File: src/rtl/led_band_scan_sequencer_if.sv
// led_band_scan_sequencer_if
// Control inputs and scan-timing outputs of the LED band scan sequencer.
// The sequencer connects through the master modport. The consumer or stimulus
// side connects through the slave modport.
// Optional macro SCAN_FREERUN_EN adds the free_run control input.
`timescale 1ns/1ps
interface led_band_scan_sequencer_if #(
  parameter int NB_LED_COLUMN = 32,
  parameter int BIT_PER_COLOR = 8,
  parameter int NB_0_LSB      = 1,
  parameter int NB_ANGLES     = 128
);
  localparam int NB_BITS = BIT_PER_COLOR + NB_0_LSB;
  localparam int AW      = (NB_ANGLES > 1) ? $clog2(NB_ANGLES) : 1;
  localparam int RW      = (NB_LED_COLUMN > 1) ? $clog2(NB_LED_COLUMN) : 1;
  localparam int BW      = (NB_BITS > 1) ? $clog2(NB_BITS) : 1;

  // Control inputs
  logic          enable;
  logic          angle_tick;
  logic          index_tick;
  logic          overrun_clr;
`ifdef SCAN_FREERUN_EN
  logic          free_run;
`endif

  // Scan timing and index outputs
  logic          SCLK;
  logic          LAT;
  logic [AW-1:0] angle;
  logic [RW-1:0] row;
  logic [1:0]    color;
  logic [BW-1:0] bit_sel;
  logic          busy;
  logic          scan_done;
  logic          overrun;

`ifdef SCAN_FREERUN_EN
  modport master (
    input  enable, angle_tick, index_tick, overrun_clr, free_run,
    output SCLK, LAT, angle, row, color, bit_sel, busy, scan_done, overrun
  );
  modport slave (
    output enable, angle_tick, index_tick, overrun_clr, free_run,
    input  SCLK, LAT, angle, row, color, bit_sel, busy, scan_done, overrun
  );
`else
  modport master (
    input  enable, angle_tick, index_tick, overrun_clr,
    output SCLK, LAT, angle, row, color, bit_sel, busy, scan_done, overrun
  );
  modport slave (
    output enable, angle_tick, index_tick, overrun_clr,
    input  SCLK, LAT, angle, row, color, bit_sel, busy, scan_done, overrun
  );
`endif
endinterface

File: src/rtl/led_band_scan_sequencer.sv
// led_band_scan_sequencer
// This is the timing master for one LED band. It tracks the rotor angle from
// sensor ticks. It runs one shift-and-latch scan per accepted angle tick, which
// produces SCLK, LAT and the row/color/bit_sel indices for the band controller.
// A tick that arrives while a scan is still running sets a sticky overrun flag.
// Optional macro SCAN_FREERUN_EN: adds free_run. When free_run is set, scans
// repeat back to back at a constant angle.
`timescale 1ns/1ps
module led_band_scan_sequencer #(
  parameter int NB_LED_COLUMN = 32,
  parameter int BIT_PER_COLOR = 8,
  parameter int NB_0_LSB      = 1,
  parameter int NB_ANGLES     = 128,
  parameter int SCLK_HALF     = 4,
  parameter int LAT_CYCLES    = 4
) (
  input  logic                      clk,
  input  logic                      rst,
  led_band_scan_sequencer_if.master bus
);
  localparam int NB_BITS = BIT_PER_COLOR + NB_0_LSB;
  localparam int AW      = (NB_ANGLES > 1) ? $clog2(NB_ANGLES) : 1;
  localparam int RW      = (NB_LED_COLUMN > 1) ? $clog2(NB_LED_COLUMN) : 1;
  localparam int BW      = (NB_BITS > 1) ? $clog2(NB_BITS) : 1;
  // One counter times both the bit period and the latch pulse.
  localparam int CYC_MAX = (2 * SCLK_HALF > LAT_CYCLES) ? 2 * SCLK_HALF : LAT_CYCLES;
  localparam int CW      = (CYC_MAX > 1) ? $clog2(CYC_MAX) : 1;

  localparam logic [AW-1:0] ANGLE_LAST = AW'(NB_ANGLES - 1);
  localparam logic [RW-1:0] ROW_LAST   = RW'(NB_LED_COLUMN - 1);
  localparam logic [BW-1:0] BMAX       = BW'(NB_BITS - 1);
  localparam logic [1:0]    COLOR_LAST = 2'd2;
  localparam logic [CW-1:0] BIT_LAST   = CW'(2 * SCLK_HALF - 1);
  localparam logic [CW-1:0] HIGH_FIRST = CW'(SCLK_HALF);
  localparam logic [CW-1:0] LAT_LAST   = CW'(LAT_CYCLES - 1);

  typedef enum logic [1:0] {
    ST_IDLE  = 2'd0,
    ST_SHIFT = 2'd1,
    ST_LATCH = 2'd2
  } state_t;

  state_t        state_q, state_d;
  logic [CW-1:0] cyc_q, cyc_d;
  logic [RW-1:0] row_q, row_d;
  logic [1:0]    color_q, color_d;
  logic [BW-1:0] bit_q, bit_d;
  logic [AW-1:0] angle_q, angle_d;
  logic [AW-1:0] acnt_q, acnt_d;
  logic          sclk_q, sclk_d;
  logic          lat_q, lat_d;
  logic          busy_q, busy_d;
  logic          done_q, done_d;
  logic          ovr_q, ovr_d;

  logic          fr_s;
  logic          start_s;
  logic          restart_s;
  logic          last_bit_s;
  logic          ovr_set_s;

`ifdef SCAN_FREERUN_EN
  assign fr_s = bus.free_run;
`else
  assign fr_s = 1'b0;
`endif

  // A scan can start only from IDLE, on an angle tick, while enabled.
  assign start_s    = (state_q == ST_IDLE) && bus.angle_tick && bus.enable;
  // A back-to-back restart at the end of the latch phase is possible only in free-run mode.
  assign restart_s  = fr_s && bus.enable;
  assign last_bit_s = (row_q == ROW_LAST) && (color_q == COLOR_LAST) && (bit_q == '0);
  // A tick that arrives during a scan is dropped and reported, except in free-run mode.
  assign ovr_set_s  = bus.angle_tick && (state_q != ST_IDLE) && !fr_s;

  // Angle counter: index_tick forces 0 and has priority over angle_tick, which increments with wrap.
  always_comb begin
    acnt_d = acnt_q;
    if (bus.index_tick) begin
      acnt_d = '0;
    end else if (bus.angle_tick) begin
      if (acnt_q == ANGLE_LAST) begin
        acnt_d = '0;
      end else begin
        acnt_d = acnt_q + AW'(1);
      end
    end else begin
      acnt_d = acnt_q;
    end
  end

  // Scan FSM: state, the bit/latch cycle counter, the scan indices and the scan_done pulse.
  always_comb begin
    state_d = state_q;
    cyc_d   = cyc_q;
    row_d   = row_q;
    color_d = color_q;
    bit_d   = bit_q;
    angle_d = angle_q;
    done_d  = 1'b0;
    case (state_q)
      ST_IDLE: begin
        cyc_d = '0;
        if (start_s) begin
          state_d = ST_SHIFT;
          row_d   = '0;
          color_d = 2'd0;
          bit_d   = BMAX;
          // The counter value after this tick is the angle used for the whole scan.
          angle_d = acnt_d;
        end else begin
          row_d   = '0;
          color_d = 2'd0;
          bit_d   = '0;
        end
      end
      ST_SHIFT: begin
        if (cyc_q == BIT_LAST) begin
          cyc_d = '0;
          if (last_bit_s) begin
            state_d = ST_LATCH;
          end else if (bit_q == '0) begin
            bit_d = BMAX;
            if (color_q == COLOR_LAST) begin
              color_d = 2'd0;
              row_d   = row_q + RW'(1);
            end else begin
              color_d = color_q + 2'd1;
            end
          end else begin
            bit_d = bit_q - BW'(1);
          end
        end else begin
          cyc_d = cyc_q + CW'(1);
        end
      end
      ST_LATCH: begin
        if (cyc_q == LAT_LAST) begin
          cyc_d  = '0;
          done_d = 1'b1;
          if (restart_s) begin
            state_d = ST_SHIFT;
            row_d   = '0;
            color_d = 2'd0;
            bit_d   = BMAX;
          end else begin
            state_d = ST_IDLE;
            row_d   = '0;
            color_d = 2'd0;
            bit_d   = '0;
          end
        end else begin
          cyc_d = cyc_q + CW'(1);
        end
      end
      default: begin
        state_d = ST_IDLE;
        cyc_d   = '0;
        row_d   = '0;
        color_d = 2'd0;
        bit_d   = '0;
      end
    endcase
  end

  // Output waveform decode. It uses the next state, so SCLK/LAT/busy are registered and aligned with the indices.
  always_comb begin
    sclk_d = 1'b0;
    lat_d  = 1'b0;
    busy_d = 1'b0;
    case (state_d)
      ST_SHIFT: begin
        busy_d = 1'b1;
        if (cyc_d >= HIGH_FIRST) begin
          sclk_d = 1'b1;
        end else begin
          sclk_d = 1'b0;
        end
      end
      ST_LATCH: begin
        busy_d = 1'b1;
        lat_d  = 1'b1;
      end
      default: begin
        busy_d = 1'b0;
      end
    endcase
  end

  // Sticky overrun flag. A set takes priority over a clear in the same cycle.
  always_comb begin
    ovr_d = ovr_q;
    if (ovr_set_s) begin
      ovr_d = 1'b1;
    end else if (bus.overrun_clr) begin
      ovr_d = 1'b0;
    end else begin
      ovr_d = ovr_q;
    end
  end

  // State and output registers. Reset aborts any scan at once, with no latch pulse.
  always_ff @(posedge clk) begin
    if (rst) begin
      state_q <= ST_IDLE;
      cyc_q   <= '0;
      row_q   <= '0;
      color_q <= 2'd0;
      bit_q   <= '0;
      angle_q <= '0;
      acnt_q  <= '0;
      sclk_q  <= 1'b0;
      lat_q   <= 1'b0;
      busy_q  <= 1'b0;
      done_q  <= 1'b0;
      ovr_q   <= 1'b0;
    end else begin
      state_q <= state_d;
      cyc_q   <= cyc_d;
      row_q   <= row_d;
      color_q <= color_d;
      bit_q   <= bit_d;
      angle_q <= angle_d;
      acnt_q  <= acnt_d;
      sclk_q  <= sclk_d;
      lat_q   <= lat_d;
      busy_q  <= busy_d;
      done_q  <= done_d;
      ovr_q   <= ovr_d;
    end
  end

  assign bus.SCLK      = sclk_q;
  assign bus.LAT       = lat_q;
  assign bus.angle     = angle_q;
  assign bus.row       = row_q;
  assign bus.color     = color_q;
  assign bus.bit_sel   = bit_q;
  assign bus.busy      = busy_q;
  assign bus.scan_done = done_q;
  assign bus.overrun   = ovr_q;

endmodule

File: src/flat_wrapper.sv
// flat-port wrapper written by rule: the top's interface ports become plain ports
module led_band_scan_sequencer_flat 
#(
  parameter int NB_LED_COLUMN = 32,
  parameter int BIT_PER_COLOR = 8,
  parameter int NB_0_LSB      = 1,
  parameter int NB_ANGLES     = 128,
  parameter int SCLK_HALF     = 4,
  parameter int LAT_CYCLES    = 4
)
  (clk, rst, bus_enable, bus_angle_tick, bus_index_tick, bus_overrun_clr, bus_SCLK, bus_LAT, bus_angle, bus_row, bus_color, bus_bit_sel, bus_busy, bus_scan_done, bus_overrun);
  led_band_scan_sequencer_if #(.NB_LED_COLUMN(NB_LED_COLUMN), .BIT_PER_COLOR(BIT_PER_COLOR), .NB_0_LSB(NB_0_LSB), .NB_ANGLES(NB_ANGLES)) bus_i ();
  input  logic clk;
  input  logic rst;
  input wire logic [$bits(bus_i.enable)-1:0] bus_enable;
  input wire logic [$bits(bus_i.angle_tick)-1:0] bus_angle_tick;
  input wire logic [$bits(bus_i.index_tick)-1:0] bus_index_tick;
  input wire logic [$bits(bus_i.overrun_clr)-1:0] bus_overrun_clr;
  output wire logic [$bits(bus_i.SCLK)-1:0] bus_SCLK;
  output wire logic [$bits(bus_i.LAT)-1:0] bus_LAT;
  output wire logic [$bits(bus_i.angle)-1:0] bus_angle;
  output wire logic [$bits(bus_i.row)-1:0] bus_row;
  output wire logic [$bits(bus_i.color)-1:0] bus_color;
  output wire logic [$bits(bus_i.bit_sel)-1:0] bus_bit_sel;
  output wire logic [$bits(bus_i.busy)-1:0] bus_busy;
  output wire logic [$bits(bus_i.scan_done)-1:0] bus_scan_done;
  output wire logic [$bits(bus_i.overrun)-1:0] bus_overrun;
  assign bus_i.enable = bus_enable;
  assign bus_i.angle_tick = bus_angle_tick;
  assign bus_i.index_tick = bus_index_tick;
  assign bus_i.overrun_clr = bus_overrun_clr;
  assign bus_SCLK = bus_i.SCLK;
  assign bus_LAT = bus_i.LAT;
  assign bus_angle = bus_i.angle;
  assign bus_row = bus_i.row;
  assign bus_color = bus_i.color;
  assign bus_bit_sel = bus_i.bit_sel;
  assign bus_busy = bus_i.busy;
  assign bus_scan_done = bus_i.scan_done;
  assign bus_overrun = bus_i.overrun;
  led_band_scan_sequencer #(.NB_LED_COLUMN(NB_LED_COLUMN), .BIT_PER_COLOR(BIT_PER_COLOR), .NB_0_LSB(NB_0_LSB), .NB_ANGLES(NB_ANGLES), .SCLK_HALF(SCLK_HALF), .LAT_CYCLES(LAT_CYCLES)) u_core (.clk(clk), .rst(rst), .bus(bus_i));
endmodule
File: config.mk
export PLATFORM = sky130hd
export DESIGN_NAME = led_band_scan_sequencer_flat
export DESIGN_NICKNAME = d
export VERILOG_FILES = /design/src/rtl/led_band_scan_sequencer_if.sv /design/src/rtl/led_band_scan_sequencer.sv /design/src/flat_wrapper.sv
export SDC_FILE = /design/constraint.sdc
export NUM_CORES = 1
export LEC_CHECK = 0
export ABC_AREA = 1
export BUFFER_PORTS_ARGS = -buffer_cell sky130_fd_sc_hd__buf_4
export CAP_MARGIN = 20
export CORE_ASPECT_RATIO = 0.6
export CORE_UTILIZATION = 35
export CTS_CLUSTER_SIZE = 30
export DETAILED_ROUTE_END_ITERATION = 8
export GPL_ROUTABILITY_DRIVEN = 0
export GPL_TIMING_DRIVEN = 1
export PLACE_DENSITY = 0.56
export SYNTH_ARGS = -nofsm -noshare
export SYNTH_HDL_FRONTEND = slang
export SYNTH_SLANG_ARGS = --single-unit
export TNS_END_PERCENT = 30
File: constraint.sdc
create_clock -name clk -period 1.8 [get_ports clk]
set_input_delay 0.45 -clock clk [delete_from_list [all_inputs] [get_ports clk]]
set_output_delay 0.45 -clock clk [all_outputs]
set_load 0.005 [all_outputs]
==> impl_results.md <==
* Most frequent cells in the layout: nand2_1 (43), nor2_1 (38), buf_4 (37), dfxtp_1 (33), inv_1 (27)
* Area of the multi-input gates at 995 sq um
* Final Max Slew Viols at 0
* CP delay by family, top: simple AND/OR/NAND/NOR gates
* # IOs at 29
* DR pass1 iterations at 4
* Arrival @ worst endpoint at about 2000 ps
* Die Y at 57.6 um
* P per Cell Area at 743 nW/um^2
* Initial core utilization at between 30% and 40%
* Layout cells sized above 1 at around 27%
* Critical path class: reg -> reg
* Nets@finish at ~310
* Area growth syn-to-layout at 26.6%
* Slowest stage cell, crit path: dfxtp_2
* RSZ-0062 raised after global routing: yes
* Max Freq at between 0.5 and 0.6 GHz
* DP Area at around 2100 sq um
* Setup TNS at 0 ps
* Final setup vio count at 0
* First-pass GRT wire length at about 6800 um
* CTS Buf Count at 5
* Synth Warn # at 0
* CTS tree: built
* Worst EP required at roughly 2000 ps
* R2R cell count at 12
* Seq cells post-synth at 35
* Max incr delay on CP at 360 ps
* Clock sink count at 35
* Initial antenna violation count at 0
* Synthesized area at ~1800 sq um
* Clock Latency Late Sink at between 200 and 300 ps
* Fill cells at between 400 and 500
* Worst-path maximum fanout at 3
* Clock Pin Slew Worst Setup and Hold Paths at approximately 70 ps
* Outcome: finished, final reports clean
* Worst vdd ir at between 0.0003 and 0.0004 V
* Die area at 5450 sq um
* Clock root buffer: clkbuf_8
* Commonest non-fill, non-tap cell in the layout: nand2_1
* Mean Syn Cell Area at ~7.4 sq um
* Leak at ~1.0 nW
* DP HPWL at around 3100 um
* Slew @ Worst Pin at 357 ps
* Final cell count without fillers at around 350
* Max H-tree Level at 2
* Routed Antenna Nets at 0
* CTS Buffer Depth at 2
* Worst r2r src: u_core.bus.row[0]
* DRC at 0
* Worst Hold Class: in -> reg
* Row cnt at 19
* Vias in the first global route at about 1400
* Largest net degree at the start of global routing at 20
* Synth Instances at between 200 and 250
* Design Area, Final at ~2300 sq um
* Vias at between 1500 and 2000
* Final min period at between 1500 and 2000 ps
* Clk_skew at 5.71 ps
* Die Span X at about 95 um
* Antenna Cells at 0
* Worst Hold End: u_core.bus.overrun
* Cells on Worst Hold Path at 4
* Worst setup EP type: register
* Critical Path, Cell by Cell: ha_4 > nand2_2 > nor2_2 > ha_2 > nand3_2 > nor2_4 > nand2_2 > o21ai_1 > nand2_1 > inv_1 > ha_1 > nor2_1
* Fin crit share at 99.3%
* Worst R2R Setup Slack at about 13 ps
* DR WL/cell at approximately 12 um
* Startpoint Class: register
* CP bufs+invs at 1
* Sequential share of the synthesized area at around 40%
* Most frequent cell on the critical path: nand2_2
* Final Routed Wirelength at ~4200 um
* Hold Vio Cnt, Final at 0
* Post-placement cell count at 340
* DR vias/cell at 4.51
* GRT Residual Overflow at 0
* Max_slew headroom at around 76%
* Yosys cell types at 31
* Placeable Area at 4750 sq um
* Port Buffers at 28
* Hold path startpoint: bus_overrun_clr
* Initial drt markers at 58
* R2R Path End: u_core.bus.busy
* MaxCap Viol Count at 0
* Syn nets at roughly 270
* FF/Latch Area at 703 sq um
* Total Routing Usage GR at about 16%
==> worst max-delay path by stage <==
stage                           start  depth (start not counted)              end  slack (ps)
detailed placement  u_core.bus.row[0]                         12  u_core.bus.busy         -30
global placement    u_core.bus.row[0]                         12  u_core.bus.busy          50
finish              u_core.bus.row[0]                         12  u_core.bus.busy          10
floorplan           u_core.bus.row[1]                         12  u_core.bus.busy          30
CTS                 u_core.bus.row[0]                         12  u_core.bus.busy          20
global route        u_core.bus.row[0]                         12  u_core.bus.busy        -110
==> final cells by class <==
type	instances	area share, %
sequential	35	30.8
inverter	32	5.42
multi-input combinational	173	43.6
clock inverter	2	0.548
clock buffer	6	3.18
timing repair buffer	38	13.0
tap	63	3.45
==> tightest hold or removal path: stages <==
cell     delay [ps]
buf_4            80
inv_1            30
nand2_1          50
a21oi_1          50
==> state kept, by name (all words and copies together) (netlist names), 2 cells and up <==
register / count
u_core.acnt_q: 7
u_core.bus.angle: 7
u_core.bus.row: 5
u_core.bus.bit_sel: 4
u_core.cyc_q: 3
u_core.bus.color: 2
u_core.state_q: 2
==> synth_stat cells, drive strengths merged <==
library cell / n / area [sq um]
xor2: 1 / 8.76
nand3: 19 / 118
nand4: 2 / 12.5
nor2: 43 / 176
nand2: 52 / 208
clkinv: 1 / 5.00
dfxtp: 35 / 701
or3b: 1 / 8.76
nor3b: 1 / 7.51
a21oi: 17 / 92.6
and3: 1 / 6.26
ha: 14 / 175
clkbuf: 1 / 3.75
nor3: 2 / 10.0
buf: 4 / 32.5
o21ai: 18 / 105
a21boi: 1 / 7.51
inv: 31 / 119
or2: 1 / 6.26
==> power breakdown <==
group          switching, mW  internal, mW  leakage (nW)
clock network          0.288         0.270        0.0412
logic                  0.173         0.127         0.719
registers             0.0288         0.809         0.286
==> routing by layer <==
metal | GRT usage (%) | share of wire (%) | vias to the layer above
met3 | 4.67 | 5.8 | 6
li1 | - | - | 858
met1 | 27.0 | 59 | 676
met5 | 0 | 0 | -
met2 | 19.7 | 34 | 34
met4 | 4.98 | 1.1 | 0
==> per-stage QoR <==
step / hold slack (ps) / utilization [%] / power [mW] / setup slack (ps)
after CTS: 417 / 46.9 / 1.70 / 19.1
after global placement: 462 / 44.9 / 1.14 / 49.4
final: 419 / 48.0 / 1.70 / 12.9
after floorplan: 460 / - / 1.03 / 25.1
after detailed placement: 466 / 44.9 / 1.14 / -33.9
after global routing: 441 / 48.0 / 1.80 / -110
==> kinds of logic (layout without fill, tap and decap cells) <==
logic type,Yosys count,count (layout),synth area share (%)
AO/OA/AOI/OAI,36,36,11.4
XOR/XNOR,1,1,0.486
adder cells (fa/ha/maj),14,14,9.72
buffers and inverters,37,78,8.88
flip-flops,35,35,38.9
AND/OR/NAND/NOR,122,122,30.7
==> what timing repair did <==
item,4_1_cts,5_1_grt
hold endpoints to repair,0,0
gates resized for setup,2,14
pin swaps,2,8
hold buffers,0,0
buffers inserted,1,0
gates cloned,0,0
endpoints found under the setup margin,3,7
Power figures use the tool's default switching activity.
